<file path="config.mk">
export PLATFORM = sky130hd
export DESIGN_NAME = exu_alu_core
export DESIGN_NICKNAME = d
export VERILOG_FILES = /design/src/rtl/exu_alu_pkg.sv /design/src/rtl/exu_alu_iter.sv /design/src/rtl/exu_alu_core.sv
export SDC_FILE = /design/constraint.sdc
export NUM_CORES = 1
export LEC_CHECK = 0
export BUFFER_PORTS_ARGS = -buffer_cell sky130_fd_sc_hd__buf_2
export CORE_MARGIN = 2
export CORE_UTILIZATION = 63
export CTS_BUF_LIST = sky130_fd_sc_hd__clkbuf_8 sky130_fd_sc_hd__clkbuf_16
export CTS_CLUSTER_SIZE = 25
export DETAILED_ROUTE_END_ITERATION = 8
export HOLD_SLACK_MARGIN = 0.05
export MAX_ROUTING_LAYER = met4
export PLACE_DENSITY = 0.83
export RECOVER_POWER = 25
export SYNTH_ARGS = -nofsm -noshare
export SYNTH_HDL_FRONTEND = slang
export SYNTH_SLANG_ARGS = --single-unit
</file>
<file path="constraint.sdc">
create_clock -name clk -period 4 [get_ports clk]
set_input_delay 0.4 -clock clk [delete_from_list [all_inputs] [get_ports clk]]
set_output_delay 0.4 -clock clk [all_outputs]
set_load 0.03 [all_outputs]
</file>
<file path="src/rtl/exu_alu_pkg.sv">
// Shared definitions for the EXU ALU core: operation codes, FSM states and
// small decode helpers used by the core and its iterative datapath.
package exu_alu_pkg;

  localparam int ISA_WIDTH      = 32;
  localparam int ALU_FUNC_WIDTH = 4;

  typedef enum logic [ALU_FUNC_WIDTH-1:0] {
    ALU_NO_FUNC = 4'd0,
    ALU_ADD     = 4'd1,
    ALU_SUB     = 4'd2,
    ALU_EQ      = 4'd3,
    ALU_NE      = 4'd4,
    ALU_LESS_U  = 4'd5,
    ALU_MUL     = 4'd6,
    ALU_MULHU   = 4'd7,
    ALU_DIVU    = 4'd8,
    ALU_REMU    = 4'd9
  } alu_func_e;

  typedef enum logic [1:0] {
    ST_IDLE = 2'd0,
    ST_BUSY = 2'd1,
    ST_DONE = 2'd2
  } alu_state_e;

  function automatic logic is_iter_func(input logic [ALU_FUNC_WIDTH-1:0] func);
    case (func)
      ALU_MUL, ALU_MULHU, ALU_DIVU, ALU_REMU: is_iter_func = 1'b1;
      default:                                is_iter_func = 1'b0;
    endcase
  endfunction

  function automatic logic is_div_func(input logic [ALU_FUNC_WIDTH-1:0] func);
    case (func)
      ALU_DIVU, ALU_REMU: is_div_func = 1'b1;
      default:            is_div_func = 1'b0;
    endcase
  endfunction

  // MULHU and REMU both deliver the upper (hi) register of the shared datapath.
  function automatic logic is_hi_func(input logic [ALU_FUNC_WIDTH-1:0] func);
    case (func)
      ALU_MULHU, ALU_REMU: is_hi_func = 1'b1;
      default:             is_hi_func = 1'b0;
    endcase
  endfunction

endpackage

</file>
<file path="src/rtl/exu_alu_iter.sv">
// Iterative datapath: radix-2 shift-add multiply and restoring divide sharing
// one {hi, lo} register pair; one step per cycle for WIDTH cycles.
module exu_alu_iter
  import exu_alu_pkg::*;
#(
  parameter int WIDTH = ISA_WIDTH,
  parameter int CNT_W = $clog2(WIDTH) + 1
) (
  input  logic             clk,
  input  logic             rst,
  input  logic             flush,
  input  logic             start,
  input  logic             is_div,
  input  logic [WIDTH-1:0] op_a,
  input  logic [WIDTH-1:0] op_b,
  output logic             last,
  output logic [WIDTH-1:0] res_hi,
  output logic [WIDTH-1:0] res_lo
);

  logic             active_r;
  logic             div_r;
  logic [CNT_W-1:0] cnt_r;
  logic [WIDTH-1:0] hi_r;
  logic [WIDTH-1:0] lo_r;
  logic [WIDTH-1:0] b_r;

  logic [WIDTH:0]   mul_sum_s;
  logic [WIDTH:0]   div_shift_s;
  logic [WIDTH-1:0] div_diff_s;
  logic             div_ge_s;
  logic [WIDTH-1:0] hi_next_s;
  logic [WIDTH-1:0] lo_next_s;
  logic             last_s;

  assign last_s = active_r && (cnt_r == CNT_W'(WIDTH - 1));

  // One multiply or divide step; b==0 naturally yields all-ones quotient and remainder a.
  always_comb begin
    mul_sum_s   = {1'b0, hi_r} + (lo_r[0] ? {1'b0, b_r} : {(WIDTH+1){1'b0}});
    div_shift_s = {hi_r, lo_r[WIDTH-1]};
    div_diff_s  = div_shift_s[WIDTH-1:0] - b_r;
    div_ge_s    = (div_shift_s >= {1'b0, b_r});
    if (div_r) begin
      if (div_ge_s) begin
        hi_next_s = div_diff_s;
        lo_next_s = {lo_r[WIDTH-2:0], 1'b1};
      end else begin
        hi_next_s = div_shift_s[WIDTH-1:0];
        lo_next_s = {lo_r[WIDTH-2:0], 1'b0};
      end
    end else begin
      hi_next_s = mul_sum_s[WIDTH:1];
      lo_next_s = {mul_sum_s[0], lo_r[WIDTH-1:1]};
    end
  end

  // Operand load on start, then WIDTH steps; flush or reset abandons the op.
  always_ff @(posedge clk or negedge rst) begin
    if (!rst) begin
      active_r <= 1'b0;
      div_r    <= 1'b0;
      cnt_r    <= {CNT_W{1'b0}};
      hi_r     <= {WIDTH{1'b0}};
      lo_r     <= {WIDTH{1'b0}};
      b_r      <= {WIDTH{1'b0}};
    end else if (flush) begin
      active_r <= 1'b0;
      cnt_r    <= {CNT_W{1'b0}};
    end else if (start) begin
      active_r <= 1'b1;
      div_r    <= is_div;
      cnt_r    <= {CNT_W{1'b0}};
      hi_r     <= {WIDTH{1'b0}};
      lo_r     <= op_a;
      b_r      <= op_b;
    end else if (active_r) begin
      hi_r <= hi_next_s;
      lo_r <= lo_next_s;
      if (last_s) begin
        active_r <= 1'b0;
        cnt_r    <= {CNT_W{1'b0}};
      end else begin
        cnt_r <= cnt_r + CNT_W'(1);
      end
    end else begin
      active_r <= active_r;
    end
  end

  assign last   = last_s;
  assign res_hi = hi_next_s;
  assign res_lo = lo_next_s;

endmodule

</file>
<file path="src/rtl/exu_alu_core.sv">
// EXU ALU core: valid/ready front end, single-cycle ops and result register,
// with long ops delegated to exu_alu_iter. One operation in flight at a time.
module exu_alu_core
  import exu_alu_pkg::*;
#(
  parameter int WIDTH = ISA_WIDTH,
  parameter int CNT_W = $clog2(WIDTH) + 1
) (
  input  logic                      clk,
  input  logic                      rst,
  input  logic                      flush,
  input  logic                      in_valid,
  output logic                      in_ready,
  input  logic [WIDTH-1:0]          alu_a,
  input  logic [WIDTH-1:0]          alu_b,
  input  logic [ALU_FUNC_WIDTH-1:0] alu_func,
  output logic                      out_valid,
  input  logic                      out_ready,
  output logic [WIDTH-1:0]          alu_result,
  output logic                      busy
);

  alu_state_e       state_r;
  alu_state_e       state_next_s;
  logic             in_ready_r;
  logic             out_valid_r;
  logic             busy_r;
  logic             in_ready_s;
  logic             out_valid_s;
  logic             busy_s;
  logic [WIDTH-1:0] result_r;
  logic             sel_hi_r;

  logic             accept_s;
  logic             iter_op_s;
  logic             iter_last_s;
  logic [WIDTH-1:0] iter_hi_s;
  logic [WIDTH-1:0] iter_lo_s;

  function automatic logic [WIDTH-1:0] single_op(input logic [ALU_FUNC_WIDTH-1:0] func,
                                                 input logic [WIDTH-1:0] a,
                                                 input logic [WIDTH-1:0] b);
    case (func)
      ALU_ADD:    single_op = a + b;
      ALU_SUB:    single_op = a - b;
      ALU_EQ:     single_op = {{(WIDTH-1){1'b0}}, (a == b)};
      ALU_NE:     single_op = {{(WIDTH-1){1'b0}}, (a != b)};
      ALU_LESS_U: single_op = {{(WIDTH-1){1'b0}}, (a < b)};
      default:    single_op = {WIDTH{1'b0}};
    endcase
  endfunction

  assign iter_op_s = is_iter_func(alu_func);
  assign accept_s  = in_valid && (state_r == ST_IDLE) && !flush;

  exu_alu_iter #(
    .WIDTH (WIDTH),
    .CNT_W (CNT_W)
  ) u_iter (
    .clk    (clk),
    .rst    (rst),
    .flush  (flush),
    .start  (accept_s && iter_op_s),
    .is_div (is_div_func(alu_func)),
    .op_a   (alu_a),
    .op_b   (alu_b),
    .last   (iter_last_s),
    .res_hi (iter_hi_s),
    .res_lo (iter_lo_s)
  );

  // Next-state logic; flush wins over every other transition.
  always_comb begin
    state_next_s = state_r;
    if (flush) begin
      state_next_s = ST_IDLE;
    end else begin
      case (state_r)
        ST_IDLE: begin
          if (in_valid) state_next_s = iter_op_s ? ST_BUSY : ST_DONE;
          else          state_next_s = ST_IDLE;
        end
        ST_BUSY: begin
          if (iter_last_s) state_next_s = ST_DONE;
          else             state_next_s = ST_BUSY;
        end
        ST_DONE: begin
          if (out_ready) state_next_s = ST_IDLE;
          else           state_next_s = ST_DONE;
        end
        default: state_next_s = ST_IDLE;
      endcase
    end
  end

  // Output decode from the next state so the handshake flags come straight from flops.
  always_comb begin
    in_ready_s  = 1'b0;
    out_valid_s = 1'b0;
    busy_s      = 1'b0;
    case (state_next_s)
      ST_IDLE: in_ready_s  = 1'b1;
      ST_BUSY: busy_s      = 1'b1;
      ST_DONE: out_valid_s = 1'b1;
      default: in_ready_s  = 1'b0;
    endcase
  end

  // State and registered handshake flags.
  always_ff @(posedge clk or negedge rst) begin
    if (!rst) begin
      state_r     <= ST_IDLE;
      in_ready_r  <= 1'b1;
      out_valid_r <= 1'b0;
      busy_r      <= 1'b0;
    end else begin
      state_r     <= state_next_s;
      in_ready_r  <= in_ready_s;
      out_valid_r <= out_valid_s;
      busy_r      <= busy_s;
    end
  end

  // Result register: single ops load at accept, long ops on their final step.
  always_ff @(posedge clk or negedge rst) begin
    if (!rst) begin
      result_r <= {WIDTH{1'b0}};
      sel_hi_r <= 1'b0;
    end else if (accept_s) begin
      sel_hi_r <= is_hi_func(alu_func);
      if (!iter_op_s) result_r <= single_op(alu_func, alu_a, alu_b);
      else            result_r <= result_r;
    end else if ((state_r == ST_BUSY) && iter_last_s && !flush) begin
      result_r <= sel_hi_r ? iter_hi_s : iter_lo_s;
    end else begin
      result_r <= result_r;
    end
  end

  assign in_ready   = in_ready_r;
  assign out_valid  = out_valid_r;
  assign busy       = busy_r;
  assign alu_result = result_r;

endmodule
</file>
After elaboration in Yosys (flattened, before gate mapping)
Cells that the tools add are included. Widths: inputs -> output; s select.

Add/sub/neg operators: 5. $lt $le $gt $ge: 2. Eq/ne operators: 17. Muxes and demuxes: 34. Bitwise gates (word level): 1. Reduce and logical (&&, ||, !) cells: 18.

Operator list (count): $mux 32 (12); $pmux 32 s5 (1); $sub 32x32->32 (2); $add 32x33->33 (1); $ge 33x32->1 (1); $add 32x32->32 (1); $eq 32x32->1 (1); $lt 32x32->1 (1); $ne 32x32->1 (1); $mux 6 (4); $eq 4x3->1 const B (4); $mux 1 (11); $mux 2 (5); $eq 4x2->1 const B (2); $eq 4x4->1 const B (2); $add 6x1->6 const B (1); $eq 6x5->1 const B (1); $logic_and 1x1->1 (6); $pmux 2 s3 (1); $reduce_and 2->1 (3); $eq 2x1->1 const B (2); $eq 2x2->1 const B (2); $eq 4x1->1 const B (1); $logic_not 2->1 (2); other kinds (7) (9).

Register bits after elaboration: 142. Bits of input ports: 73. Output and inout port bits: 35.

Logic depth before layout (Yosys ltp)
Word-level depth: 9. Depth in mapped cells: 15. Mapped depth without buffers: 14.

Hierarchy
A second synthesis with hierarchy kept.

Cells, all modules: 1896. Area total of the unflattened synthesis: 15074.5 sq um.

Modules (own cells, without submodules): exu_alu_iter (times used 1, cells each 1096, area an instance 9016.1 sq um, sequential area each 2602.5 sq um); exu_alu_core (times used 1, cells each 800, area an instance 6058.3 sq um, sequential area each 952.2 sq um).

Worst setup path after synthesis
Ideal clock, no wire load.

Kind: register -> register. Start: register u_iter.lo_r[0]. End: register result_r[25], in the netlist alu_result[25]. Library setup time: 0.126 ns. Arrival time: 2.991 ns. Required time: 3.874 ns. Setup slack: 0.883 ns. Cell stages (with the launch flop): 16. Path buffers: 1. Clock period less this slack: 3.117 ns. Cells stage by stage: dfrtp_1 -> clkbuf_1 -> and2_1 -> ha_1 -> inv_1 -> fa_1 -> inv_1 -> a21oi_1 -> o211ai_1 -> a21oi_1 -> o31ai_1 -> a21boi_0 -> xnor2_1 -> nand2_1 -> a31oi_1 -> o32a_1.

Cells in the longest elaborated chain, start to end: 6.

RTL lines: start: declaration (line exu_alu_iter.sv:25) `logic [WIDTH-1:0] lo_r;`; start signal: assignment (line exu_alu_iter.sv:65) `lo_r <= {WIDTH{1'b0}};`; start signal: assignment (line exu_alu_iter.sv:75) `lo_r <= op_a;`; start signal: assignment (line exu_alu_iter.sv:79) `lo_r <= lo_next_s;`; $mux 32 (line exu_alu_iter.sv:40) `mul_sum_s = {1'b0, hi_r} + (lo_r[0] ? {1'b0, b_r} : {(WIDTH+1){1'b0}});`; $add 32x33->33 (line exu_alu_iter.sv:40); $mux 32 (line exu_alu_iter.sv:44) `if (div_r) begin`; $mux 32 (line exu_alu_core.sv:134) `result_r <= sel_hi_r ? iter_hi_s : iter_lo_s;`; $mux 32 (line exu_alu_core.sv:133) `end else if ((state_r == ST_BUSY) && iter_last_s && !flush) begin`; $mux 32 (line exu_alu_core.sv:129) `end else if (accept_s) begin`; end signal: assignment (line exu_alu_core.sv:131) `if (!iter_op_s) result_r <= single_op(alu_func, alu_a, alu_b);`; end signal: assignment (line exu_alu_core.sv:134); end signal: assignment (line exu_alu_core.sv:136) `result_r <= result_r;`; end: declaration (line exu_alu_core.sv:31) `logic [WIDTH-1:0] result_r;`.

Every way passes these cells. The select of a mux whose other input is x is not followed. A chain may end at the register's enable or synchronous reset.

Worst setup path after layout
Start: register u_iter.lo_r[0]. End: register result_r[27], in the netlist alu_result[27].

The elaborated chain is that of the path after synthesis.

==> flow_summary_export.csv <==
group,metric,value,unit
clock_network,max-clock-path-buffers,2,
layout,design.final.nets,2197,
placed_design,port_buffers,107,
placed_design,pre_cts_slack,0.133,ns
logic_synthesis,dominantRegCellSynth,"sky130_fd_sc_hd__dfrtp_1",
pwr,power.sequential.fraction,21.8,%
logic_synthesis,synth_cells,1943,
detailed_routing,ant_nets,0,
worst_setup_path,timing.critical_path.max_delay_family,"compound AO/OA/AOI/OAI gates",
clock_network,tritoncts_buffer_count,17,
worst_setup_path,setup.worst_path.class,"register to register",
global_routing,gr-usage-all-layers,44.2,%
floorplanning,die_boundary_width,157,um
clock_network,ctsHoldBuffers,0,
worst_setup_path,start_kind,"register",
logic_synthesis,synthDominantCellAreaShare,24.0,%
logic_synthesis,synth.lib_cells_used.distinct,87,
detailed_routing,remaining_drc_errors,0,
layout,drive_above_1_share,10.8,%
floorplanning,die-area,0.0246,mm^2
detailed_routing,wire_per_inst,22.8,um
floorplanning,chipHeight,157,um
worst_setup_path,setup.worst_path.end_class,"register",
global_routing,global_route_wire_length_before_repair,81700,um
floorplanning,num_io_pins,108,
pwr,power_report.internal_total,5.70,mW
clock_network,htree_num_levels,4,
pwr,power_leakage,7.42,nW
worst_hold_path,worst_hold_path_type,"primary input to register",
logic_synthesis,synth_seq_cells,142,
detailed_routing,routed-via-count,16100,
clock_network,cts.clk_slew.worst_paths,0.07,ns
pwr,power.ir.vdd_worst,383,uV
logic_synthesis,postSynthAreaPerCell,7.57,um^2
logic_synthesis,mappedNetlistArea,0.0147,mm^2
pwr,netSwitchingPower,6.16,mW
detailed_routing,post_detailed_route_via_to_cell_ratio,6.94,
logic_synthesis,synth.net_count,2148,
detailed_routing,totalWireLength,52800,um
logic_synthesis,yosys_synthesis_warning_count,0,
logic_synthesis,seq_area_frac_synth,24.2,%
layout,layout.cells.non_filler,2320,
pwr,total_power,11.9,mW
timing,final_setup_fails,0,
logic_synthesis,synth_top_area_cell,"sky130_fd_sc_hd__dfrtp_1",
placed_design,gp_congestion,1.09,
logic_synthesis,postSynth.asyncResetShare,100,%
global_routing,vias_in_the_first_global_route,14800,
logic_synthesis,number_of_enable_type_register_cells_in_the_synthesized_netlist,0,
clock_network,cts_root_buffer,"sky130_fd_sc_hd__clkbuf_16",
timing,rsz0062_at_grt,"false",
placed_design,place_hpwl,40100,um
placed_design,placed_cells,2286,
timing,layout_setup_ws,0.174,ns
global_routing,grt_remaining_overflow,0,
timing,slew_viol_final,99,
flow_run,maxCapViolations,1,
worst_setup_path,worst_path_largest_cell_delay,0.57,ns
detailed_routing,drt_pass1_iterations,7,
worst_setup_path,worstPathMaxFanout,12,
timing,worst_hold_slack,0.220,ns
timing,slew_headroom,-76.3,%
global_routing,antenna_found_initial,3,
layout,finalCoreUtilization,70.8,%
clock_network,post_cts_resize_count,0,
layout,areaGrowthSynthToFinish,9.69,%
clock_network,cts_tree,"built",
outcome,failed_checks,"max-capacitance violations, max-slew violations",
layout,final_cell_area,0.0161,mm^2
worst_setup_path,crit_path_frequent_cell,"sky130_fd_sc_hd__a21oi_1",
timing,worst_pin_slew,2.64,ns
floorplanning,initial_utilization,64.6,%
global_routing,grt_max_degree,116,
pwr,pwr-share-clk,13.8,%
timing,finalCritPeriodShare,95.7,%
pwr,p_comb_share,64.4,%
timing,hold_violations,0,
detailed_routing,initialDrtViolationCount,2171,
timing,clock_skew,0.0139,ns
clock_network,clock_sinks,142,
floorplanning,core_region_area,0.0228,mm^2
outcome,status,"complete, but fails checks",
worst_setup_path,worstPathBufferInverterCount,2,
worst_setup_path,critPathSlowestCell,"sky130_fd_sc_hd__dfrtp_1",
pwr,power_switching_share,51.9,%
pwr,pwr_density_cell,735,mW/mm^2
floorplanning,num_rows,55,
timing,setup_total_negative_slack,0,ns
worst_setup_path,critical_path.cell_chain,"and2_1 -> ha_1 -> inv_1 -> fa_1 -> inv_1 -> a21oi_1 -> o211ai_1 -> a21oi_1 -> o31ai_2 -> a21boi_0 -> o211ai_1 -> a21oi_1 -> a211oi_1 -> o32a_1",
timing,final_period_minus_worst_setup_slack,3.83,ns
logic_synthesis,largest_cells_by_area_after_synthesis,"sky130_fd_sc_hd__dfrtp_1 (24%), sky130_fd_sc_hd__ha_1 (11%), sky130_fd_sc_hd__a21oi_1 (6.9%)",
worst_setup_path,cp.required,4.38,ns
worst_setup_path,arrival,4.20,ns
timing,max_freq,0.261,GHz
clock_network,clock_network_latency_to_the_later_pin_of_the_worst_skew_pair,0.44,ns
placed_design,detailed_place.area,0.0155,mm^2
clock_network,cts_setup_buffers,0,
[cell usage after synthesis (12+ instances only)]
cell	n
sky130_fd_sc_hd__a211oi_1	20
sky130_fd_sc_hd__a21o_1	43
sky130_fd_sc_hd__a21oi_1	202
sky130_fd_sc_hd__a22o_1	20
sky130_fd_sc_hd__a31oi_1	41
sky130_fd_sc_hd__and2_1	41
sky130_fd_sc_hd__buf_1	14
sky130_fd_sc_hd__clkbuf_1	96
sky130_fd_sc_hd__dfrtp_1	141
sky130_fd_sc_hd__ha_1	128
sky130_fd_sc_hd__inv_1	130
sky130_fd_sc_hd__mux2i_1	43
sky130_fd_sc_hd__nand2_1	182
sky130_fd_sc_hd__nand2b_1	12
sky130_fd_sc_hd__nand3_1	47
sky130_fd_sc_hd__nand4_1	23
sky130_fd_sc_hd__nor2_1	156
sky130_fd_sc_hd__nor2b_1	15
sky130_fd_sc_hd__nor3_1	31
sky130_fd_sc_hd__nor4_1	16
sky130_fd_sc_hd__o211ai_1	22
sky130_fd_sc_hd__o21a_1	21
sky130_fd_sc_hd__o21ai_0	152
sky130_fd_sc_hd__o21ai_1	24
sky130_fd_sc_hd__o21bai_1	29
sky130_fd_sc_hd__o22ai_1	17
sky130_fd_sc_hd__o31ai_1	18
sky130_fd_sc_hd__xnor2_1	46
sky130_fd_sc_hd__xor2_1	16
[worst paths after layout]
path / start / end / slack [ns] / cells after the start
max in group asynchronous: rst / u_iter.div_r / 1.32 / 1
hold / removal: alu_b[2] / u_iter.b_r[2] / 0.22 / 3
hold reg to reg: alu_result[9] / alu_result[9] / 0.50 / 2
setup / recovery: u_iter.lo_r[0] / alu_result[27] / 0.17 / 14
setup reg to reg: u_iter.lo_r[0] / alu_result[27] / 0.17 / 14
min in group asynchronous: rst / u_iter.lo_r[5] / 0.74 / 1
[worst min-delay path: stages]
cell and delay (ns):
sky130_fd_sc_hd__buf_2 0.12, sky130_fd_sc_hd__nand2_1 0.05, sky130_fd_sc_hd__o21ai_0 0.06
[power groups by stage]
stage | Clock (mW) | Combinational [mW] | Sequential [mW]
after floorplan | 0 | 5.24 | 2.57
after global routing | 1.68 | 8.24 | 2.62
final | 1.64 | 7.64 | 2.58
after detailed placement | 0 | 7.29 | 2.56
after global placement | 0 | 7.14 | 2.54
after CTS | 1.63 | 7.38 | 2.54
[cells in the final DEF, fill, tap and decap left out, types with 21 or more instances in the layout]
| cell | count |
|---|---|
| sky130_fd_sc_hd__a21oi_1 | 202 |
| sky130_fd_sc_hd__nand2_1 | 182 |
| sky130_fd_sc_hd__nor2_1 | 155 |
| sky130_fd_sc_hd__o21ai_0 | 152 |
| sky130_fd_sc_hd__dfrtp_1 | 140 |
| sky130_fd_sc_hd__inv_1 | 131 |
| sky130_fd_sc_hd__ha_1 | 128 |
| sky130_fd_sc_hd__buf_2 | 106 |
| sky130_fd_sc_hd__nand3_1 | 47 |
| sky130_fd_sc_hd__xnor2_1 | 46 |
| sky130_fd_sc_hd__mux2i_1 | 43 |
| sky130_fd_sc_hd__a21o_1 | 43 |
| sky130_fd_sc_hd__and2_1 | 41 |
| sky130_fd_sc_hd__a31oi_1 | 41 |
| sky130_fd_sc_hd__buf_4 | 40 |
| sky130_fd_sc_hd__nor3_1 | 30 |
| sky130_fd_sc_hd__o21bai_1 | 28 |
| sky130_fd_sc_hd__o21ai_1 | 24 |
| sky130_fd_sc_hd__nand4_1 | 23 |
| sky130_fd_sc_hd__o211ai_1 | 22 |
| sky130_fd_sc_hd__o21a_1 | 21 |
[state kept, by name (all words and copies together) (netlist names)]
signal and count:
out_valid 1, u_iter.hi_r 32, u_iter.lo_r 32, alu_result 32, busy 1, u_iter.b_r 32, u_iter.cnt_r 6, in_ready 1
state_r 2, u_iter.div_r 1, u_iter.active_r 1, sel_hi_r 1
[logic make-up after synthesis]
kind of cell | synth area share, %
XOR/XNOR | 3.69
buffers and inverters | 6.60
multiplexers | 3.23
flip-flops | 24.2
AO/OA/AOI/OAI | 32.9
AND/OR/NAND/NOR | 18.0
adder cells (fa/ha/maj) | 11.4
[cell type report]
class	count	area, um^2
multi-input cells	1550	10200
clock buffers	21	480
repair buffers	149	876
diodes	2	5.00
fillers	1850	6640
clock inverters	11	106
well taps	313	392
flip-flops and latches	142	3560
inverters	132	495
[layer usage]
| layer | vias to the layer above | global-route usage (%) | wire length [um] |
|---|---|---|---|
| met5 | - | - | 0 |
| met1 | 7614 | 61.1 | 21700 |
| li1 | 7206 | - | - |
| met3 | 173 | 8.70 | 6550 |
| met2 | 1104 | 63.9 | 22400 |
| met4 | 0 | 16.6 | 2070 |
(Power assumes the default switching activity.)
